$ cat config.mk
export PLATFORM = sky130hd
export DESIGN_NAME = instr_fetch_flat
export DESIGN_NICKNAME = d
export VERILOG_FILES = /design/src/rtl/instr_fetch_pkg.sv /design/src/rtl/instr_fetch_if.sv /design/src/rtl/fetch_skid_buf.sv /design/src/rtl/instr_fetch.sv /design/src/flat_wrapper.sv
export SDC_FILE = /design/constraint.sdc
export NUM_CORES = 1
export LEC_CHECK = 0
export CELL_PAD_IN_SITES_DETAIL_PLACEMENT = 1
export CELL_PAD_IN_SITES_GLOBAL_PLACEMENT = 2
export CORE_ASPECT_RATIO = 2
export CORE_MARGIN = 1
export CORE_UTILIZATION = 33
export DETAILED_ROUTE_END_ITERATION = 10
export GPL_TIMING_DRIVEN = 0
export MAX_ROUTING_LAYER = met4
export PLACE_DENSITY_LB_ADDON = 0.2
export SETUP_SLACK_MARGIN = 0.1
export SLEW_MARGIN = 5
export SYNTH_ARGS = -nofsm -noshare
export SYNTH_HDL_FRONTEND = slang
export SYNTH_HIERARCHICAL = 1
export SYNTH_SLANG_ARGS = --single-unit
$ cat constraint.sdc
create_clock -name clk_i -period 3.52 [get_ports clk_i]
set_clock_uncertainty 0.2 [all_clocks]
set_input_delay 0.352 -clock clk_i [delete_from_list [all_inputs] [get_ports clk_i]]
set_output_delay 0.352 -clock clk_i [all_outputs]
set_load 0.01 [all_outputs]
$ cat src/rtl/instr_fetch_pkg.sv
`default_nettype none
// ============================================================================
// instr_fetch_pkg : shared types, field positions and constants for fetch/IF-ID
// Revision 1.0
// ============================================================================
package instr_fetch_pkg;

    typedef enum logic [1:0] {
        S_REQ  = 2'd0,
        S_FULL = 2'd1,
        S_KILL = 2'd2
    } fetch_state_e;

    localparam logic [5:0]  OP_RTYPE = 6'h00;
    localparam logic [31:0] NOP      = 32'h0000_0000;

    localparam int OP_MSB  = 31;
    localparam int OP_LSB  = 26;
    localparam int RS_MSB  = 25;
    localparam int RS_LSB  = 21;
    localparam int RT_MSB  = 20;
    localparam int RT_LSB  = 16;
    localparam int RD_MSB  = 15;
    localparam int RD_LSB  = 11;
    localparam int IMM_MSB = 15;
    localparam int IMM_LSB = 0;

    // R-type instructions write rd, everything else writes rt.
    function automatic logic [4:0] wr_reg(input logic [31:0] instr);
        return (instr[OP_MSB:OP_LSB] == OP_RTYPE) ? instr[RD_MSB:RD_LSB]
                                                   : instr[RT_MSB:RT_LSB];
    endfunction

endpackage
`default_nettype wire

$ cat src/rtl/instr_fetch_if.sv
`default_nettype none
// ============================================================================
// instr_fetch_if : imem bus, decode control and IF/ID outputs of the fetch stage
// Revision 1.0
// ============================================================================
interface instr_fetch_if;
    logic        stall;
    logic        redirect;
    logic [31:0] redirect_pc;
    logic        imem_req;
    logic [31:0] imem_addr;
    logic        imem_ack;
    logic [31:0] imem_data;
    logic        id_valid;
    logic [31:0] id_instr;
    logic [31:0] id_pc4;
    logic [4:0]  dir_a;
    logic [4:0]  dir_b;
    logic [4:0]  dir_wra;
    logic [15:0] imd;

    modport master (
        input  stall, redirect, redirect_pc, imem_ack, imem_data,
        output imem_req, imem_addr, id_valid, id_instr, id_pc4,
               dir_a, dir_b, dir_wra, imd
    );

    modport slave (
        output stall, redirect, redirect_pc, imem_ack, imem_data,
        input  imem_req, imem_addr, id_valid, id_instr, id_pc4,
               dir_a, dir_b, dir_wra, imd
    );
endinterface
`default_nettype wire

$ cat src/rtl/fetch_skid_buf.sv
`default_nettype none
// ============================================================================
// fetch_skid_buf : one-entry {instr, pc4} park slot used while decode stalls
// Revision 1.0
// ============================================================================
module fetch_skid_buf (
    input  wire logic        clk_i,
    input  wire logic        rst_ni,
    input  wire logic        load_i,
    input  wire logic        unload_i,
    input  wire logic        clear_i,
    input  wire logic [31:0] instr_i,
    input  wire logic [31:0] pc4_i,
    output logic             valid_o,
    output logic [31:0]      instr_o,
    output logic [31:0]      pc4_o
);
    logic        valid_q;
    logic [31:0] instr_q;
    logic [31:0] pc4_q;

    always_ff @(posedge clk_i or negedge rst_ni) begin
        if (!rst_ni) begin
            valid_q <= 1'b0;
            instr_q <= 32'h0;
            pc4_q   <= 32'h0;
        end else if (clear_i || unload_i) begin
            valid_q <= 1'b0;
        end else if (load_i) begin
            valid_q <= 1'b1;
            instr_q <= instr_i;
            pc4_q   <= pc4_i;
        end
    end

    assign valid_o = valid_q;
    assign instr_o = instr_q;
    assign pc4_o   = pc4_q;
endmodule
`default_nettype wire

$ cat src/rtl/instr_fetch.sv
`default_nettype none
// ============================================================================
// instr_fetch : PC, one-outstanding imem fetch FSM and IF/ID pipeline register
// Revision 1.0
// ============================================================================
module instr_fetch
    import instr_fetch_pkg::*;
#(
    parameter logic [31:0] RESET_PC = 32'h0000_0000
) (
    input  wire logic     clk_i,
    input  wire logic     rst_ni,
    instr_fetch_if.master bus
);
    fetch_state_e state_q, state_d;
    logic [31:0]  pc_q, pc_d;
    logic [31:0]  tgt_q, tgt_d;
    logic         live_q;
    logic         id_valid_q, id_valid_d;
    logic [31:0]  id_instr_q, id_instr_d;
    logic [31:0]  id_pc4_q, id_pc4_d;

    logic         skid_load, skid_unload, skid_clear, skid_valid;
    logic [31:0]  skid_instr, skid_pc4;

    logic         w_req;
    logic         w_ack;
    logic [31:0]  w_pc_plus4;
    logic [31:0]  w_redirect_pc;

    // live_q holds the request low for one cycle after reset release.
    assign w_req         = live_q && (state_q != S_FULL);
    assign w_ack         = bus.imem_ack && w_req;
    assign w_pc_plus4    = pc_q + 32'd4;
    assign w_redirect_pc = bus.redirect_pc & ~32'h3;

    fetch_skid_buf u_skid (
        .clk_i    (clk_i),
        .rst_ni   (rst_ni),
        .load_i   (skid_load),
        .unload_i (skid_unload),
        .clear_i  (skid_clear),
        .instr_i  (bus.imem_data),
        .pc4_i    (w_pc_plus4),
        .valid_o  (skid_valid),
        .instr_o  (skid_instr),
        .pc4_o    (skid_pc4)
    );

    always_ff @(posedge clk_i or negedge rst_ni) begin
        if (!rst_ni) begin
            state_q    <= S_REQ;
            pc_q       <= RESET_PC;
            tgt_q      <= RESET_PC;
            live_q     <= 1'b0;
            id_valid_q <= 1'b0;
            id_instr_q <= NOP;
            id_pc4_q   <= 32'h0;
        end else begin
            state_q    <= state_d;
            pc_q       <= pc_d;
            tgt_q      <= tgt_d;
            live_q     <= 1'b1;
            id_valid_q <= id_valid_d;
            id_instr_q <= id_instr_d;
            id_pc4_q   <= id_pc4_d;
        end
    end

    always_comb begin
        state_d     = state_q;
        pc_d        = pc_q;
        tgt_d       = tgt_q;
        id_valid_d  = id_valid_q;
        id_instr_d  = id_instr_q;
        id_pc4_d    = id_pc4_q;
        skid_load   = 1'b0;
        skid_unload = 1'b0;
        skid_clear  = 1'b0;

        if (id_valid_q && !bus.stall) begin
            id_valid_d = 1'b0;
        end

        if (bus.redirect) begin
            id_valid_d = 1'b0;
            id_instr_d = NOP;
            skid_clear = 1'b0 | 1'b1;
            tgt_d      = w_redirect_pc;
            // With a request still in flight the address must stay stable, so the
            // new PC waits in tgt_q until the stale response has been absorbed.
            if (w_req && !w_ack) begin
                state_d = S_KILL;
            end else begin
                state_d = S_REQ;
                pc_d    = w_redirect_pc;
            end
        end else begin
            case (state_q)
                S_REQ: begin
                    if (w_ack) begin
                        pc_d = w_pc_plus4;
                        if (!bus.stall || !id_valid_q) begin
                            id_valid_d = 1'b1;
                            id_instr_d = bus.imem_data;
                            id_pc4_d   = w_pc_plus4;
                        end else begin
                            skid_load = 1'b1;
                            state_d   = S_FULL;
                        end
                    end
                end
                S_FULL: begin
                    if (!bus.stall && skid_valid) begin
                        id_valid_d  = 1'b1;
                        id_instr_d  = skid_instr;
                        id_pc4_d    = skid_pc4;
                        skid_unload = 1'b1;
                        state_d     = S_REQ;
                    end
                end
                S_KILL: begin
                    if (w_ack) begin
                        pc_d    = tgt_q;
                        state_d = S_REQ;
                    end
                end
                default: state_d = S_REQ;
            endcase
        end
    end

    assign bus.imem_req  = w_req;
    assign bus.imem_addr = pc_q;
    assign bus.id_valid  = id_valid_q;
    assign bus.id_instr  = id_instr_q;
    assign bus.id_pc4    = id_pc4_q;
    assign bus.dir_a     = id_instr_q[RS_MSB:RS_LSB];
    assign bus.dir_b     = id_instr_q[RT_MSB:RT_LSB];
    assign bus.dir_wra   = wr_reg(id_instr_q);
    assign bus.imd       = id_instr_q[IMM_MSB:IMM_LSB];
endmodule
`default_nettype wire

$ cat src/flat_wrapper.sv
// flat-port wrapper written by rule: the top's interface ports become plain ports
module instr_fetch_flat import instr_fetch_pkg::*;
#(
    parameter logic [31:0] RESET_PC = 32'h0000_0000
)
  (clk_i, rst_ni, bus_stall, bus_redirect, bus_redirect_pc, bus_imem_ack, bus_imem_data, bus_imem_req, bus_imem_addr, bus_id_valid, bus_id_instr, bus_id_pc4, bus_dir_a, bus_dir_b, bus_dir_wra, bus_imd);
  instr_fetch_if bus_i ();
  input  wire logic clk_i;
  input  wire logic rst_ni;
  input wire logic [$bits(bus_i.stall)-1:0] bus_stall;
  input wire logic [$bits(bus_i.redirect)-1:0] bus_redirect;
  input wire logic [$bits(bus_i.redirect_pc)-1:0] bus_redirect_pc;
  input wire logic [$bits(bus_i.imem_ack)-1:0] bus_imem_ack;
  input wire logic [$bits(bus_i.imem_data)-1:0] bus_imem_data;
  output wire logic [$bits(bus_i.imem_req)-1:0] bus_imem_req;
  output wire logic [$bits(bus_i.imem_addr)-1:0] bus_imem_addr;
  output wire logic [$bits(bus_i.id_valid)-1:0] bus_id_valid;
  output wire logic [$bits(bus_i.id_instr)-1:0] bus_id_instr;
  output wire logic [$bits(bus_i.id_pc4)-1:0] bus_id_pc4;
  output wire logic [$bits(bus_i.dir_a)-1:0] bus_dir_a;
  output wire logic [$bits(bus_i.dir_b)-1:0] bus_dir_b;
  output wire logic [$bits(bus_i.dir_wra)-1:0] bus_dir_wra;
  output wire logic [$bits(bus_i.imd)-1:0] bus_imd;
  assign bus_i.stall = bus_stall;
  assign bus_i.redirect = bus_redirect;
  assign bus_i.redirect_pc = bus_redirect_pc;
  assign bus_i.imem_ack = bus_imem_ack;
  assign bus_i.imem_data = bus_imem_data;
  assign bus_imem_req = bus_i.imem_req;
  assign bus_imem_addr = bus_i.imem_addr;
  assign bus_id_valid = bus_i.id_valid;
  assign bus_id_instr = bus_i.id_instr;
  assign bus_id_pc4 = bus_i.id_pc4;
  assign bus_dir_a = bus_i.dir_a;
  assign bus_dir_b = bus_i.dir_b;
  assign bus_dir_wra = bus_i.dir_wra;
  assign bus_imd = bus_i.imd;
  instr_fetch #(.RESET_PC(RESET_PC)) u_core (.clk_i(clk_i), .rst_ni(rst_ni), .bus(bus_i));
endmodule
==> flow_summary.rst <==
.. list-table::
   :header-rows: 1

   * - Metric
     - Value
   * - Pin count of the biggest net entering global routing
     - 82
   * - Final max-slew violation count
     - 0
   * - Clock tree from TritonCTS
     - done
   * - Final non-filler cell total
     - 1,475
   * - Beginning of the worst register-to-register path
     - u_core/state_q[1]
   * - Worst EP required
     - 3.65 ns
   * - Number of synthesized register bits
     - 193
   * - Top achievable clock speed
     - 0.3027 GHz
   * - Final setup viols
     - 0
   * - CTS Buf Count
     - 17
   * - Remaining global-route overflow
     - 0
   * - CP startpoint kind
     - flip-flop
   * - Clock period minus final worst setup slack
     - 3.304 ns
   * - Fill cell instance count of the final layout
     - 3,150
   * - Fraction of synthesis flops using an asynchronous set or reset pin
     - 1.000
   * - Share of layout cells above drive strength 1
     - 0.1670
   * - GRT Util Overall
     - 0.2326
   * - Number of nets in the layout
     - 1,172
   * - Ranking of synthesized cells by area
     - dfrtp_1 50%, mux2_4 9.3%, mux2_2 4.4%, nand2_1 4.2%, a311oi_1 3.0%
   * - Count of unresolved DRC violations after routing
     - 0
   * - Largest voltage drop on the vdd net
     - 340.3 uV
   * - Layout area overhead
     - 31.87%
   * - Least-Margin Pin Slew
     - 1.055 ns
   * - Syn Std Cell Area
     - 9666 um2
   * - Vias post-DR
     - 7,678
   * - Area share of the largest cell type after synthesis
     - 0.4997
   * - Endpoint class of the critical path
     - flip-flop
   * - Antenna violations before repair
     - 1
   * - Outcome
     - complete, no violations
   * - Critical Path AT
     - 3.43 ns
   * - Clock latency reported for the late side of the worst-skew pair
     - 0.46 ns
   * - Vias per cell
     - 5.205
   * - Worst-case reg-to-reg path depth
     - 11
   * - Number of max-capacitance violations reported
     - 0
   * - Global-route wire length before repair
     - 49,440 um
   * - Number of placed instances with taps included
     - 1,443
   * - Initial Utilization
     - 0.3351
   * - Most used cell, CP
     - nand2b_1
   * - PortBufs
     - 193
   * - Root Buffer Master
     - clkbuf_16
   * - Drt first-iter violations
     - 335
   * - Detailed placement HPWL
     - 24,640 um
   * - Sequence of cells on the critical path
     - clkbuf_1 -> nand2b_1 -> buf_2 -> nand3b_1 -> o21a_2 -> nand2b_1 -> nor3_1 -> nor3b_2 -> buf_6 -> buf_12 -> mux2_4
   * - Die area
     - 30,020 um2
   * - Clk sink count
     - 193
   * - Area of the multi-input gates
     - 4227 um2
   * - Worst hold slack
     - 0.2099 ns
   * - Fin crit share
     - 0.9386
   * - Cell with the most instances after synthesis
     - dfrtp_1
   * - Pre-Repair DR Iteration Count
     - 4
   * - Cell type with the largest total area after synthesis
     - dfrtp_1
   * - Number of warning messages in the yosys log
     - 6
   * - Total power density per cell area
     - 508.2 nW/um2
   * - Flip-flop cell with the highest count after synthesis
     - dfrtp_1
   * - Last weighted congestion value of the routability-driven placer
     - 0.8865
   * - Setup repair after global routing missed its margin
     - no
   * - Core Area
     - 28,850 um2
   * - Post-synthesis area per instance
     - 10.92 um2
   * - Number of enable flip-flop cells after synthesis
     - 0
   * - Total length of routed wires
     - 32,280 um
   * - Vertical extent of the die
     - 244.0 um
   * - Vias in the first global route
     - 8,218
   * - Number of hold violations in the final report
     - 0
   * - Antenna-violating nets left
     - 0
   * - Ranking of synthesized cells by instance count
     - 193 x dfrtp_1, 109 x nand2_1, 75 x nor2_1
   * - Unique masters post-synth
     - 58
   * - Slowest CP cell
     - dfrtp_1
   * - Worst reg2reg setup slack
     - 0.22 ns
   * - Sequential cell area
     - 4830 um2
   * - Utilization of the core after routing
     - 0.4418
   * - Width of the die
     - 123.0 um
   * - Clock slew at reported path FFs
     - 0.07 ns
   * - Leakage power
     - 0.005450 uW
   * - Highest net fanout along the worst path
     - 10
   * - I/O pin count
     - 198
   * - Overall power after layout
     - 6478 uW
   * - Slowest stage delay, CP
     - 0.36 ns
   * - Clk buf depth
     - 2
   * - Average detailed-routed wire length per instance
     - 21.89 um
   * - Worst flop-to-flop path endpoint
     - u_core/u_skid/instr_o[19]
   * - Cells after Synth
     - 885
   * - Deepest level of the CTS H-tree
     - 4
   * - Worst slew slack as a fraction of its limit
     - 0.2942
   * - Type of the worst setup path
     - flip-flop to flip-flop
   * - Worst hold path type
     - input pin to asynchronous set/reset pin
   * - Standard-cell rows
     - 88
   * - Post-synthesis sequential area ratio
     - 0.4997
where the power goes:
| part | total, uW | leakage [uW] | internal, uW | switching, uW |
|---|---|---|---|---|
| sequential | 2830 | 0.00248 | 2550 | 284 |
| combinational | 1580 | 0.00268 | 863 | 714 |
| clock | 2070 | 0.000290 | 1190 | 880 |
| total | 6480 | 0.00545 | 4600 | 1880 |
critical path, delay by kind of cell, from the launching register on:
family / cells / cell delay (ns)
flip-flops: 1 / 0.36
multiplexers: 1 / 0.31
AO/OA/AOI/OAI: 1 / 0.33
AND/OR/NAND/NOR: 5 / 1.12
buffers and inverters: 4 / 0.85
final cells by class:
cell class	instances	share of cell area
Sequential cell	193	0.3789
Multi-Input combinational cell	590	0.3316
Timing Repair Buffer	196	0.1571
Buffer	91	0.04486
Clock buffer	22	0.03799
Tap cell	360	0.03534
Clock inverter	9	0.01021
Inverter	13	0.003828
Antenna cell	1	0.0001963
worst max path at each step:
stage	start	endpoint
6_report	u_core/state_q[1]	u_core/u_skid/instr_o[19]
5_1_grt	u_core/state_q[1]	u_core/u_skid/pc4_o[5]
4_1_cts	u_core/state_q[1]	u_core/u_skid/pc4_o[5]
3_5_place_dp	bus_redirect	u_core/u_skid/pc4_o[5]
3_3_place_gp	rst_ni	u_core/bus.imem_addr[25]
2_1_floorplan	u_core/state_q[1]	u_core/u_skid/instr_o[0]
repair_timing:
| item | CTS | global route |
|---|---|---|
| setup endpoints to repair | 65 | 0 |
| setup buffers | 0 | 0 |
| endpoints found under the hold margin | 51 | 0 |
| hold buffers | 1 | 0 |
| resized for setup | 3 | 0 |
sequential cells by signal, indices dropped and copies added (netlist names):
register and count:
u_core/bus.id_pc4 32, u_core/tgt_q 30, u_core/u_skid/pc4_o 32, u_core/bus.id_instr 32
u_core/bus.imem_addr 30, u_core/bus.id_valid 1, u_core/live_q 1, u_core/u_skid/valid_o 1
u_core/u_skid/instr_o 32, u_core/state_q 2
layer usage:
layer  global-route usage  routed length (um)  share of wire
met1               0.2338               11820           0.37
met2               0.4281               18230           0.56
met3              0.03521                1093          0.034
met4               0.1102                1143          0.035
met5                    -                   0              0
placed cells by master (no fill, tap or decap), types with 7 or more instances in the layout:
| master | instances |
|---|---|
| a221o_1 | 8 |
| nor2_1 | 75 |
| a311oi_1 | 33 |
| mux2_2 | 38 |
| clkbuf_16 | 17 |
| xnor2_1 | 14 |
| buf_4 | 30 |
| nand3_1 | 15 |
| a22oi_1 | 8 |
| nor3_1 | 11 |
| mux2_4 | 60 |
| nand2_1 | 109 |
| o21ai_0 | 43 |
| xor2_1 | 14 |
| and3_1 | 12 |
| o2bb2ai_1 | 16 |
| and4_1 | 9 |
| a22o_1 | 10 |
| mux2i_1 | 7 |
| dfrtp_1 | 193 |
| a21oi_1 | 34 |
| buf_2 | 8 |
| inv_1 | 13 |
| clkdlybuf4s50_1 | 192 |
| clkbuf_1 | 40 |
logic make-up (layout without fill, tap and decap cells):
logic type / count (synthesis) / count (layout) / share of synthesized area
mux: 105 / 105 / 0.1447
buf+inv: 105 / 331 / 0.06434
other cells: 2 / 6 / 0.0007770
simple gates: 263 / 263 / 0.1275
xor+xnor: 28 / 28 / 0.02537
flops: 193 / 193 / 0.4997
compound gates: 188 / 188 / 0.1363
fa+ha+maj: 1 / 1 / 0.001294
metrics by stage:
stage                     setup WS [ns]  area (um2)  setup TNS (ns)
after floorplan                  0.8786        9677               0
after global placement           -6.852       12060        -1357.00
after detailed placement        -0.7028       12120          -42.61
after CTS                        0.2209       12740               0
after global routing             0.1183       12750               0
final                            0.2162       12750               0
No activity file was read; power rests on OpenSTA's default activity.
